--- config.mk ---
export PLATFORM = sky130hd
export DESIGN_NAME = bar_normalizer_flat
export DESIGN_NICKNAME = d
export VERILOG_FILES = /design/src/rtl/bar_normalizer_if.sv /design/src/rtl/bar_normalizer.sv /design/src/flat_wrapper.sv
export SDC_FILE = /design/constraint.sdc
export NUM_CORES = 1
export LEC_CHECK = 0
export ABC_AREA = 1
export CORE_MARGIN = 2
export CORE_UTILIZATION = 40
export DETAILED_ROUTE_END_ITERATION = 8
export PLACE_DENSITY = 0.72
export SLEW_MARGIN = 20
export SYNTH_ARGS = -nofsm -noshare
export SYNTH_HDL_FRONTEND = slang
export SYNTH_SLANG_ARGS = --single-unit
--- constraint.sdc ---
create_clock -name clock -period 1.76 [get_ports clock]
set_input_delay 0.352 -clock clock [delete_from_list [all_inputs] [get_ports clock]]
set_output_delay 0.352 -clock clock [all_outputs]
set_load 0.1 [all_outputs]
--- src/rtl/bar_normalizer_if.sv ---
// Handshaked word stream into and result stream out of the bar normalizer.
// The slave modport is the normalizer; the master modport is its environment.
interface bar_normalizer_if #(
    parameter int W = 8
) ();
    logic         in_valid;
    logic         in_ready;
    logic [W-1:0] norm_in;
    logic         out_valid;
    logic         out_ready;
    logic [W-1:0] norm_out;
    logic [3:0]   shift_cnt;
    logic         zero;

    modport slave (
        input  in_valid, norm_in, out_ready,
        output in_ready, out_valid, norm_out, shift_cnt, zero
    );

    modport master (
        output in_valid, norm_in, out_ready,
        input  in_ready, out_valid, norm_out, shift_cnt, zero
    );
endinterface

--- src/rtl/bar_normalizer.sv ---
// Left-justifies an accepted word one bit per cycle and reports the leading-zero count.
// All outputs come straight from flops, so no input reaches an output combinationally.
module bar_normalizer #(
    parameter int W = 8
) (
    input  logic              clock,
    input  logic              reset_n,
    bar_normalizer_if.slave   bus
);
    typedef enum logic [1:0] {IDLE, SHIFT, DONE} state_t;

    state_t       state_q, state_d;
    logic [W-1:0] work_q, work_d;
    logic [3:0]   cnt_q, cnt_d;
    logic         zero_q, zero_d;
    logic         in_ready_q, out_valid_q;

    // NOTE: every signal gets a default before the case so no path leaves it unassigned (no latches).
    always_comb begin
        state_d = state_q;
        work_d  = work_q;
        cnt_d   = cnt_q;
        zero_d  = zero_q;
        case (state_q)
            IDLE: begin
                if (bus.in_valid) begin
                    cnt_d = 4'd0;
                    if (bus.norm_in == '0) begin
                        work_d  = '0;
                        zero_d  = 1'b1;
                        state_d = DONE;
                    end else begin
                        work_d  = bus.norm_in;
                        zero_d  = 1'b0;
                        state_d = SHIFT;
                    end
                end
            end
            SHIFT: begin
                // A nonzero word always reaches MSB=1 within W-1 shifts, so the count cannot wrap.
                if (work_q[W-1]) begin
                    state_d = DONE;
                end else begin
                    work_d = {work_q[W-2:0], 1'b0};
                    cnt_d  = cnt_q + 4'd1;
                end
            end
            DONE: begin
                if (bus.out_ready) state_d = IDLE;
            end
            default: state_d = IDLE;
        endcase
    end

    // NOTE: sequential state uses non-blocking assignments so every flop samples pre-edge values.
    always_ff @(posedge clock) begin
        if (!reset_n) begin
            state_q     <= IDLE;
            work_q      <= '0;
            cnt_q       <= 4'd0;
            zero_q      <= 1'b0;
            in_ready_q  <= 1'b1;
            out_valid_q <= 1'b0;
        end else begin
            state_q     <= state_d;
            work_q      <= work_d;
            cnt_q       <= cnt_d;
            zero_q      <= zero_d;
            in_ready_q  <= (state_d == IDLE);
            out_valid_q <= (state_d == DONE);
        end
    end

    assign bus.in_ready  = in_ready_q;
    assign bus.out_valid = out_valid_q;
    assign bus.norm_out  = work_q;
    assign bus.shift_cnt = cnt_q;
    assign bus.zero      = zero_q;
endmodule

--- src/flat_wrapper.sv ---
// flat-port wrapper written by rule: the top's interface ports become plain ports
module bar_normalizer_flat 
#(
    parameter int W = 8
)
  (clock, reset_n, bus_in_valid, bus_norm_in, bus_out_ready, bus_in_ready, bus_out_valid, bus_norm_out, bus_shift_cnt, bus_zero);
  bar_normalizer_if #(.W(W)) bus_i ();
  input  logic clock;
  input  logic reset_n;
  input wire logic [$bits(bus_i.in_valid)-1:0] bus_in_valid;
  input wire logic [$bits(bus_i.norm_in)-1:0] bus_norm_in;
  input wire logic [$bits(bus_i.out_ready)-1:0] bus_out_ready;
  output wire logic [$bits(bus_i.in_ready)-1:0] bus_in_ready;
  output wire logic [$bits(bus_i.out_valid)-1:0] bus_out_valid;
  output wire logic [$bits(bus_i.norm_out)-1:0] bus_norm_out;
  output wire logic [$bits(bus_i.shift_cnt)-1:0] bus_shift_cnt;
  output wire logic [$bits(bus_i.zero)-1:0] bus_zero;
  assign bus_i.in_valid = bus_in_valid;
  assign bus_i.norm_in = bus_norm_in;
  assign bus_i.out_ready = bus_out_ready;
  assign bus_in_ready = bus_i.in_ready;
  assign bus_out_valid = bus_i.out_valid;
  assign bus_norm_out = bus_i.norm_out;
  assign bus_shift_cnt = bus_i.shift_cnt;
  assign bus_zero = bus_i.zero;
  bar_normalizer #(.W(W)) u_core (.clock(clock), .reset_n(reset_n), .bus(bus_i));
endmodule
-- Word-level counts from Yosys, hierarchy flattened
Index checks and enable logic that the tools add are counted.
- add/sub/neg operators: 1
- multipliers: 0
- div/mod/pow operators: 0
- $lt $le $gt $ge: 0
- eq/ne operators: 5
- shift operators: 0
- muxes and demuxes: 13
- bitwise logic cells: 0
- reductions and logical operators: 7
- operators with widths (cell ; number):
    $mux 8 ; 3
    $pmux 8 s2 ; 1
    $logic_not 8->1 ; 1
    $mux 2 ; 4
    $mux 4 ; 2
    $pmux 4 s2 ; 1
    $pmux 2 s3 ; 1
    $add 4x1->4 const B ; 1
    $eq 2x2->1 const B ; 2
    $logic_not 2->1 ; 2
    $ne 2x2->1 const B ; 2
    $reduce_and 2->1 ; 2
    $reduce_and 3->1 ; 1
    $eq 2x1->1 const B ; 1
    $reduce_bool 2->1 ; 1
    $mux 1 ; 1
- flip-flop bits (word level): 17
- latch bits: 0
- memory bits (writable): 0
- memory bits (read-only): 0
- input bits: 12
- logic and storage cells: 33
- memories kept: 0

-- Logic depth before layout (Yosys ltp)
Gate-level depths: netlist of the first run.
- depth in word-level cells: 5
- depth in mapped cells: 7

-- Worst setup path before layout of the first run
No wires, ideal clock.
- path type: reg-to-reg
- start point: register u_core.work_q[7], in the netlist u_core.bus.norm_out[7]
- end point: register u_core.cnt_q[2], in the netlist u_core.bus.shift_cnt[2]
- library setup time: 70 ps
- data arrival time: 1674 ps
- required time: 1690 ps
- slack: 16 ps
- cell stages (with the launch flop): 7
- path buffers: 0
- clock period less this slack: 1744 ps
- cells stage by stage: dfxtp_1 -> nor2_1 -> nand2_1 -> nand2_4 -> inv_6 -> nand2_1 -> a21oi_1
- longest elaborated chain between the ends: 2
- RTL lines (item ; RTL line ; RTL):
    start: declaration ; bar_normalizer.sv:13 ; logic [W-1:0] work_q, work_d;
    start signal: assignment ; bar_normalizer.sv:66 ; work_q <= work_d;
    $ne 2x2->1 (no source line) ; n/a ;
    $reduce_and 3->1 (no source line) ; n/a ;
    end signal: assignment ; bar_normalizer.sv:67 ; cnt_q <= cnt_d;
    end: declaration ; bar_normalizer.sv:14 ; logic [3:0] cnt_q, cnt_d;
Every way passes these cells.
A chain may end at the register's enable or synchronous reset.

-- Worst setup path after layout of the first run
- start point: register u_core.work_q[7], in the netlist u_core.bus.norm_out[7]
- end point: output port bus_norm_out[7]
- RTL lines (item ; RTL line ; RTL):
    end: declaration ; flat_wrapper.sv:15 ; output wire logic [$bits(bus_i.norm_out)-1:0] bus_norm_out;
No word-level cell between the ends.

==> results of run 1 <==
[power by group]
part / internal, W / switching (W) / total, W
logic: 0.000175 / 0.000323 / 0.000497
clock network: 0.0000879 / 0.000116 / 0.000204
registers: 0.000418 / 0.0000440 / 0.000462
[worst max path at each step]
stage                     cells past startpoint                           startpoint                              endpoint
after floorplan                               6  u_core.bus.norm_out[7]$_SDFFE_PN0P_  u_core.bus.shift_cnt[2]$_SDFFE_PN0P_
after global placement                        6                         bus_in_valid   u_core.bus.norm_out[4]$_SDFFE_PN0P_
after detailed placement                      6                         bus_in_valid   u_core.bus.norm_out[4]$_SDFFE_PN0P_
after CTS                                     1  u_core.bus.norm_out[7]$_SDFFE_PN0P_                       bus_norm_out[7]
after global routing                          1  u_core.bus.norm_out[7]$_SDFFE_PN0P_                       bus_norm_out[7]
final                                         1  u_core.bus.norm_out[7]$_SDFFE_PN0P_                       bus_norm_out[7]
[flip-flops by register name, summed over array words and instances (netlist names)]
signal                count
u_core.state_q            2
u_core.bus.shift_cnt      4
u_core.bus.zero           1
u_core.bus.in_ready       1
u_core.bus.norm_out       8
u_core.bus.out_valid      1
[routing by layer]
layer,track usage [%],vias to the layer above,share of wire [%]
li1,-,401,-
met1,19.59,338,44
met2,33.51,19,50
met3,3.019,2,5.1
met4,8.108,0,0.75
met5,0,-,0
[synth_stat cells]
library cell,number
a21oi_1,10
a21oi_2,1
and3_1,1
clkbuf_1,1
dfxtp_1,17
ha_1,1
inv_1,5
inv_6,1
nand2_1,35
nand2_4,1
nand3_1,2
nand3_2,1
nand3b_1,1
nor2_1,20
nor2_4,2
o21ai_0,6
o22ai_1,1
xor2_1,1
[cells by family (layout without fill, tap and decap cells)]
group / count (synthesis) / in the layout / share of synthesized area [%]
AND/OR/NAND/NOR: 63 / 63 / 35.96
flip-flops: 17 / 17 / 44.66
adder cells (fa/ha/maj): 1 / 1 / 1.642
XOR/XNOR: 1 / 1 / 1.150
AO/OA/AOI/OAI: 18 / 18 / 12.48
buffers and inverters: 7 / 36 / 4.105
[cell type report]
type	instances	area share, %
clock buffers	4	2.143
multi-input cells	83	31.84
well taps	25	2.551
repair buffers	26	33.47
flip-flops and latches	17	27.75
inverters	6	2.245
[through the flow]
stage               instances  area [um2]  hold slack, ns   power, W
CTS                       161        1226          0.5364   0.001173
global route              161        1226          0.5497   0.001220
detailed placement        157        1200          0.5172  0.0009699
floorplan                 107       762.0          0.4207  0.0007776
finish                    161        1226          0.5310   0.001163
global placement          157        1200          0.5104  0.0009629
==> results.md, run 1 <==
- Arr. time, crit path: 0.97 ns
- Post-DP HPWL: 1381 um
- Multi-input gate area: 390.4 um2
- Hold WC Path Type: reg2reg
- First-pass GRT wire length: 2870 um
- Antenna Nets Post-Route: 0
- Layout Utilization: 69.50%
- Num CTS Buffers: 3
- Routed len/inst: 10.83 um
- YS warnings: 0
- Post-CTS sizing: 0
- R2r setup slk: 0.54 ns
- CP max stage cell: dfxtp_1
- Maximum buffer depth of the clock tree: 2
- P_leak: 0.5376 nW
- Area share of the largest cell type after synthesis: 44.66%
- Final setup violation count: 0
- Postcts setup bufs: 0
- Worst skew pair latency: 0.28 ns
- Worst Skew: 0.001672 ns
- CTS Hold Bufs: 0
- Slowest stage delay, CP: 0.47 ns
- Vias: 760
- Root Buffer: clkbuf_4
- CTS tree: built
- Fin. Hold Viols: 0
- Yosys cell types: 18
- Most common cell after layout, fill and taps aside: nand2_1
- Crit-path leading delay family: flip-flops
- Place WS: 0.2300 ns
- CORE AREA: 1764 um2
- Max-slew headroom: 75.83%
- Max Fanout on Critical Path: 4
- Avg Inst Size Synth: 7.121 um2
- Worst Hold Launch: u_core.bus.norm_out[0]$_SDFFE_PN0P_
- Yosys reg bits: 17
- Status: finished clean
- Commonest cells after routing, fill and taps aside: nand2_1, nor2_1, dfxtp_1, buf_12, clkdlybuf4s50_1
- Vias in the first global route: 718
- CP endpoint kind: output port
- H-tree lvl count: 1
- GRT Total Usage: 17.93%
- Final Cycle Share: 75.16%
- Vias per inst: 4.720
- CP required: 1.41 ns
- DIE HEIGHT: 47.65 um
- Pins Over Slew Limit: 0
- R2r endpoint: u_core.bus.norm_out[4]$_SDFFE_PN0P_
- Yosys top cell by area: dfxtp_1
- FF/Latch Area: 340.3 um2
- GPL Wtd Cong: 0.8145
- Min-Delay Endpoint: u_core.bus.norm_out[0]$_SDFFE_PN0P_
- Syn Nets: 120
- PwrDens: 948.3 nW/um2
- Die ar.: 2270 um2
- IO Pins: 27
- Num rows: 15
- Area grow syn2layout: 60.92%
- TNS Setup: 0 ns
- CTS clk-pin slew, worst paths: 0.09 ns
- Area of the mapped netlist: 762.0 um2
- Worst-Margin Slew: 0.3621 ns
- F_max: 755.9 MHz
- Initial antenna violation count: 0
- Overflow after GRT: 0
- Layout cells sized above 1: 17.65%
- Cell count of the worst hold path: 2
- Sequential area share after synthesis: 44.66%
- Max Cap Viol: 0
- First-pass iteration count of the detailed router: 4
- Buf+Inv Stages, Crit Path: 1
- Final wirelength: 1744 um
- Antenna diode instance count: 0
- Die Width: 47.65 um
- Clock sinks: 17
- Fillcell total: 165
- Minimum clock period: 1.323 ns
- Peak VDD IR: 524.8 uV
- Element type at the critical path start: register
- Nets: 150
- Reg2reg start: u_core.bus.norm_out[7]$_SDFFE_PN0P_
- Initial core utilization: 43.19%
- Port buffer count: 26
- Critical path class: reg2out
- RSZ-0062 raised after global routing: no
- R2R depth: 6
- Initial drt markers: 6
- Largest cells by area after synthesis: dfxtp_1, nand2_1, nor2_1
- Largest net degree at the start of global routing: 13
- Final worst slack: 0.4371 ns
- Cell breakdown of the critical path: buf_12
- Drc violations: 0
- Mapped Cells: 107
Power figures use the tool's default switching activity.
==> run 2, diff against run 1 <==
- clock period: 1.76 -> 1.4 ns (I/O delays scaled with it)
==> results.md, run 2 (same netlist as run 1, synthesis figures left out) <==
- Postcts setup bufs: 0 (unchanged)
- Max Fanout on Critical Path: 5 (+1)
- GPL Wtd Cong: 0.8458 (+3.8%)
- Minimum clock period: 1.202 ns
- Layout Utilization: 71.49% (+2.0 points)
- Int Pwr: 0.0008685 W (+28%)
- Sequential power share: 39.4% (-0.3 points)
- CORE AREA: 1764 um2 (unchanged)
- Most common cell after layout, fill and taps aside: nand2_1
- Arr. time, crit path: 1.39 ns (+0.42 ns)
- Port buffer count: 26 (unchanged)
- Reg2reg start: u_core.state_q[0]$_SDFF_PN0_
- Largest register FFs: 8 (unchanged)
- Clock power frac: 17.7% (+0.2 points)
- Worst Skew: 0.004295 ns (+0.002623 ns)
- DIE HEIGHT: 47.65 um (unchanged)
- R2R depth: 5 (-1)
- CP endpoint kind: register
- Placed Instances: 161 (+2.5%)
- GRT Total Usage: 19.01% (+1.1 points)
- Vias per inst: 4.824 (+2.2%)
- Antenna diode instance count: 0 (unchanged)
- Peak VDD IR: 873.3 uV (+66%)
- Die Width: 47.65 um (unchanged)
- Max-slew headroom: 82.83% (+7.0 points)
- Initial drt markers: 13 (+7)
- F_max: 832.0 MHz
- IO Pins: 27 (unchanged)
- Overflow after GRT: 0 (unchanged)
- Drc violations: 0 (unchanged)
- Area grow syn2layout: 65.52%
- H-tree lvl count: 1 (unchanged)
- Fin. Hold Viols: 0 (unchanged)
- Switching Share: 41.47% (about the same)
- P_leak: 0.5581 nW (+3.8%)
- Num rows: 15 (unchanged)
- Pins Over Slew Limit: 0 (unchanged)
- Fillcell total: 153 (-7.3%)
- Combinational power share: 42.9% (about the same)
- Maximum buffer depth of the clock tree: 2 (unchanged)
- Crit path from: u_core.state_q[0]$_SDFF_PN0_
- Layout cells sized above 1: 22.86% (+5.2 points)
- Critical path class: reg2reg
- Nets: 154 (+2.7%)
- Hold slack: 0.5174 ns (-0.01359 ns)
- Commonest cells after routing, fill and taps aside: nand2_1, nor2_1, buf_12, dfxtp_1, clkdlybuf4s50_1
- Status: finished clean
- Post-CTS sizing: 0 (unchanged)
- RSZ-0062 raised after global routing: no
- Num CTS Buffers: 3 (unchanged)
- Element type at the critical path start: register
- Max Cap Viol: 0 (unchanged)
- Clock sinks: 17 (unchanged)
- First-pass GRT wire length: 3063 um (+6.7%)
- R2r setup slk: 0.20 ns (-0.34 ns)
- Worst-Margin Slew: 0.2549 ns (-0.1072 ns)
- R2r endpoint: u_core.bus.in_ready$_SDFF_PN1_
- CP required: 1.59 ns (+0.18 ns)
- Final wirelength: 1801 um (+3.3%)
- Crit path to: u_core.bus.in_ready$_SDFF_PN1_
- Antenna Nets Post-Route: 0 (unchanged)
- Initial antenna violation count: 0 (unchanged)
- Vias: 796 (+4.7%)
- Routed len/inst: 10.92 um (+0.76%)
- First-pass iteration count of the detailed router: 3 (-1)
- Non-Filler Instances: 165 (+2.5%)
- Root Buffer: clkbuf_4
- Post-DP HPWL: 1409 um (+2.1%)
- Final Cycle Share: 85.85%
- Die ar.: 2270 um2 (unchanged)
- CTS clk-pin slew, worst paths: 0.10 ns (about the same)
- Final setup violation count: 0 (unchanged)
- Initial core utilization: 43.19% (unchanged)
- Switching pwr: 0.0006153 W (+28%)
- Largest net degree at the start of global routing: 13 (unchanged)
- CTS tree: built
- Worst skew pair latency: 0.29 ns (about the same)
- Vias in the first global route: 758 (+5.6%)
- Hold WC Path Type: reg2reg
- CTS Hold Bufs: 0 (unchanged)
- PwrDens: 1177 nW/um2 (+24%)
-- run 2: worst max-delay path: stages (launching register included) --
cell     delay [ns]
dfxtp_1        0.43
nand2_1        0.19
o21ai_0        0.28
a21oi_2        0.08
nand2_1        0.08
nand2_1        0.05
-- run 2: per-layer routing --
layer	GRT usage (%)	part of all wire (%)
met1	22.12	44
met2	34.86	50
met3	3.396	4.6
met4	6.486	1.4
met5	0	0
-- run 2: worst min-delay path by stage --
stage | from | to | slack [ns] | cells past startpoint
3_3_place_gp | u_core.bus.shift_cnt[2]$_SDFFE_PN0P_ | u_core.bus.shift_cnt[2]$_SDFFE_PN0P_ | 0.49 | 2
5_1_grt | u_core.bus.shift_cnt[2]$_SDFFE_PN0P_ | u_core.bus.shift_cnt[2]$_SDFFE_PN0P_ | 0.55 | 2
2_1_floorplan | reset_n | u_core.bus.in_ready$_SDFF_PN1_ | 0.35 | 1
6_report | u_core.bus.norm_out[0]$_SDFFE_PN0P_ | u_core.bus.norm_out[0]$_SDFFE_PN0P_ | 0.52 | 2
3_5_place_dp | u_core.bus.norm_out[0]$_SDFFE_PN0P_ | u_core.bus.norm_out[0]$_SDFFE_PN0P_ | 0.51 | 2
4_1_cts | u_core.bus.norm_out[0]$_SDFFE_PN0P_ | u_core.bus.norm_out[0]$_SDFFE_PN0P_ | 0.52 | 2
-- run 2: final cells by class --
type / count / area, um2 / share of cell area [%]
clock buffer: 4 / 26.28 / 2.083
inverter: 6 / 27.53 / 2.183
multi-input combinational: 83 / 390.4 / 30.95
sequential: 17 / 345.3 / 27.38
tap: 25 / 31.28 / 2.480
timing repair buffer: 30 / 440.4 / 34.92
-- run 2: metrics by stage --
stage          instance area, um2  setup slack, ns  setup TNS [ns]  total power (W)
2_1_floorplan               767.0          0.02742               0        0.0009810
3_3_place_gp                 1235        -0.001101       -0.001852         0.001227
3_5_place_dp                 1235         -0.03144        -0.09605         0.001235
4_1_cts                      1261           0.2015               0         0.001491
5_1_grt                      1261           0.1500               0         0.001563
6_report                     1261           0.1981               0         0.001484
-- run 2: power by group through the flow --
stage / Clock (W) / Sequential [W] / Combinational (W)
after floorplan: 0 / 0.000835 / 0.000146
after global placement: 0 / 0.000594 / 0.000633
after detailed placement: 0 / 0.000595 / 0.000640
after CTS: 0.000264 / 0.000585 / 0.000642
after global routing: 0.000297 / 0.000590 / 0.000676
final: 0.000262 / 0.000585 / 0.000637
==> run 3, diff against run 2 <==
- CAP_MARGIN: not set -> 20
- CORE_MARGIN: 2 -> not set
- CORE_UTILIZATION: 40 -> 30
- PLACE_DENSITY: 0.72 -> not set
==> results.md, run 3 (same netlist as run 1, synthesis figures left out) <==
- Status: finished clean
- Die Width: 52.40 um (+10%)
- R2r setup slk: 0.21 ns (about the same)
- IO Pins: 27 (unchanged)
- CTS clk-pin slew, worst paths: 0.10 ns (about the same)
- Commonest cells after routing, fill and taps aside: nand2_1, nor2_1, buf_12, dfxtp_1, clkdlybuf4s50_1
- Element type at the critical path start: register
- Postcts setup bufs: 0 (unchanged)
- Overflow after GRT: 0 (unchanged)
- Vias in the first global route: 677 (-11%)
- Post-DP HPWL: 1349 um (-4.3%)
- Largest register FFs: 8 (unchanged)
- Peak VDD IR: 562.6 uV (-36%)
- Antenna diode instance count: 0 (unchanged)
- Worst-Margin Slew: 0.2573 ns (+0.002483 ns)
- Initial core utilization: 33.17% (-10 points)
- Max Cap Viol: 0 (unchanged)
- Vias per inst: 4.446 (-7.8%)
- Drc violations: 0 (unchanged)
- Min-Delay Endpoint: u_core.bus.shift_cnt[2]$_SDFFE_PN0P_
- Maximum buffer depth of the clock tree: 2 (unchanged)
- Die ar.: 2745 um2 (+21%)
- H-tree lvl count: 1 (unchanged)
- First-pass GRT wire length: 2932 um (-4.3%)
- Critical path class: reg2reg
- RSZ-0062 raised after global routing: no
- Fillcell total: 203 (+33%)
- Port buffer count: 26 (unchanged)
- Final wirelength: 1726 um (-4.2%)
- CP required: 1.59 ns (about the same)
- Hold WC Path Type: reg2reg
- Final instance area: 1265 um2 (+0.30%)
- Root Buffer: clkbuf_4
- Max-slew headroom: 82.66% (-0.17 points)
- Placement Cell Area: 1239 um2 (+0.30%)
- PwrDens: 1169 nW/um2 (-0.66%)
- F_max: 840.7 MHz (+1.0%)
- Routed len/inst: 10.27 um (-5.9%)
- Post-CTS sizing: 0 (unchanged)
- GRT Total Usage: 14.27% (-4.7 points)
- Largest net degree at the start of global routing: 10 (-3)
- P_leak: 0.5581 nW (unchanged)
- Worst skew pair latency: 0.28 ns (about the same)
- R2R depth: 5 (unchanged)
- Final Cycle Share: 84.96% (-0.89 points)
- Nets: 154 (unchanged)
- Num CTS Buffers: 3 (unchanged)
- Num rows: 17 (+2)
- Antenna Nets Post-Route: 0 (unchanged)
- Worst Skew: 0.002512 ns (-0.001783 ns)
- Power Total: 0.001478 W (-0.36%)
- Met3 Use GR: 1.739% (-1.7 points)
- Initial antenna violation count: 0 (unchanged)
- Cell count of the worst hold path: 2 (unchanged)
- Met1 usage: 19.76% (-2.4 points)
- Clock sinks: 17 (unchanged)
- CP endpoint kind: register
- Area grow syn2layout: 66.01%
- Final setup violation count: 0 (unchanged)
- Layout cells sized above 1: 22.86% (unchanged)
- Initial drt markers: 9 (-4)
- Fin. Hold Viols: 0 (unchanged)
- Reg2reg start: u_core.state_q[0]$_SDFF_PN0_
- Layout Utilization: 55.07% (-16 points)
- Worst Hold Launch: u_core.bus.shift_cnt[2]$_SDFFE_PN0P_
- R2r endpoint: u_core.bus.in_ready$_SDFF_PN1_
- DIE HEIGHT: 52.40 um (+10%)
- Vias: 747 (-6.2%)
- GR Util met2: 22.36% (-13 points)
- GPL Wtd Cong: 0.8284 (-2.1%)
- Minimum clock period: 1.189 ns (-0.01245 ns)
- Busiest grt layer: met2
- Most common cell after layout, fill and taps aside: nand2_1
- CTS tree: built
- First-pass iteration count of the detailed router: 5 (+2)
- Pins Over Slew Limit: 0 (unchanged)
- CTS Hold Bufs: 0 (unchanged)
- CORE AREA: 2297 um2 (+30%)
- Max Fanout on Critical Path: 5 (unchanged)
- Arr. time, crit path: 1.38 ns (about the same)
-- run 3: per-layer routing --
| metal | part of all wire (%) | wire (um) |
|---|---|---|
| met3 | 4.6 | 80 |
| met5 | 0 | 0 |
| met1 | 50 | 863 |
| met4 | 0.46 | 8 |
| met2 | 45 | 775 |
-- run 3: area by class of cell --
class	count	area, um2	area share (%)
repair buffers	30	440.4	34.82
multi-input cells	83	390.4	30.86
flip-flops and latches	17	345.3	27.30
well taps	28	35.03	2.770
inverters	6	27.53	2.176
clock buffers	4	26.28	2.077
-- run 3: worst max-delay path, stage by stage, from the launching register on --
cell     delay (ns)
dfxtp_1        0.43
nand2_1        0.19
o21ai_0        0.28
a21oi_2        0.07
nand2_1        0.07
nand2_1        0.04
-- run 3: power breakdown --
group | switching, W | total (W) | internal, W
sequential | 0.0000557 | 0.000584 | 0.000528
combinational | 0.000405 | 0.000635 | 0.000229
clock | 0.000149 | 0.000260 | 0.000111
-- run 3: per-stage QoR --
stage | setup WS [ns] | setup TNS [ns] | hold slack [ns] | cells
2_1_floorplan | 0.02742 | 0 | 0.3487 | 107
3_3_place_gp | -0.02016 | -0.06695 | 0.4968 | 164
3_5_place_dp | -0.03810 | -0.1846 | 0.5182 | 164
4_1_cts | 0.2038 | 0 | 0.5361 | 168
5_1_grt | 0.1124 | 0 | 0.5601 | 168
6_report | 0.2105 | 0 | 0.5297 | 168
-- run 3: how the worst max path moves through the flow --
stage                                        start                              endpoint  slack [ns]  cells past startpoint
6_report              u_core.state_q[0]$_SDFF_PN0_        u_core.bus.in_ready$_SDFF_PN1_        0.21                      5
4_1_cts        u_core.bus.norm_out[3]$_SDFFE_PN0P_                       bus_norm_out[3]        0.20                      1
3_3_place_gp                          bus_in_valid   u_core.bus.norm_out[4]$_SDFFE_PN0P_       -0.02                      7
5_1_grt               u_core.state_q[0]$_SDFF_PN0_        u_core.bus.in_ready$_SDFF_PN1_        0.11                      5
2_1_floorplan  u_core.bus.norm_out[7]$_SDFFE_PN0P_  u_core.bus.shift_cnt[2]$_SDFFE_PN0P_        0.03                      6
3_5_place_dp                          bus_in_valid   u_core.bus.norm_out[4]$_SDFFE_PN0P_       -0.04                      7
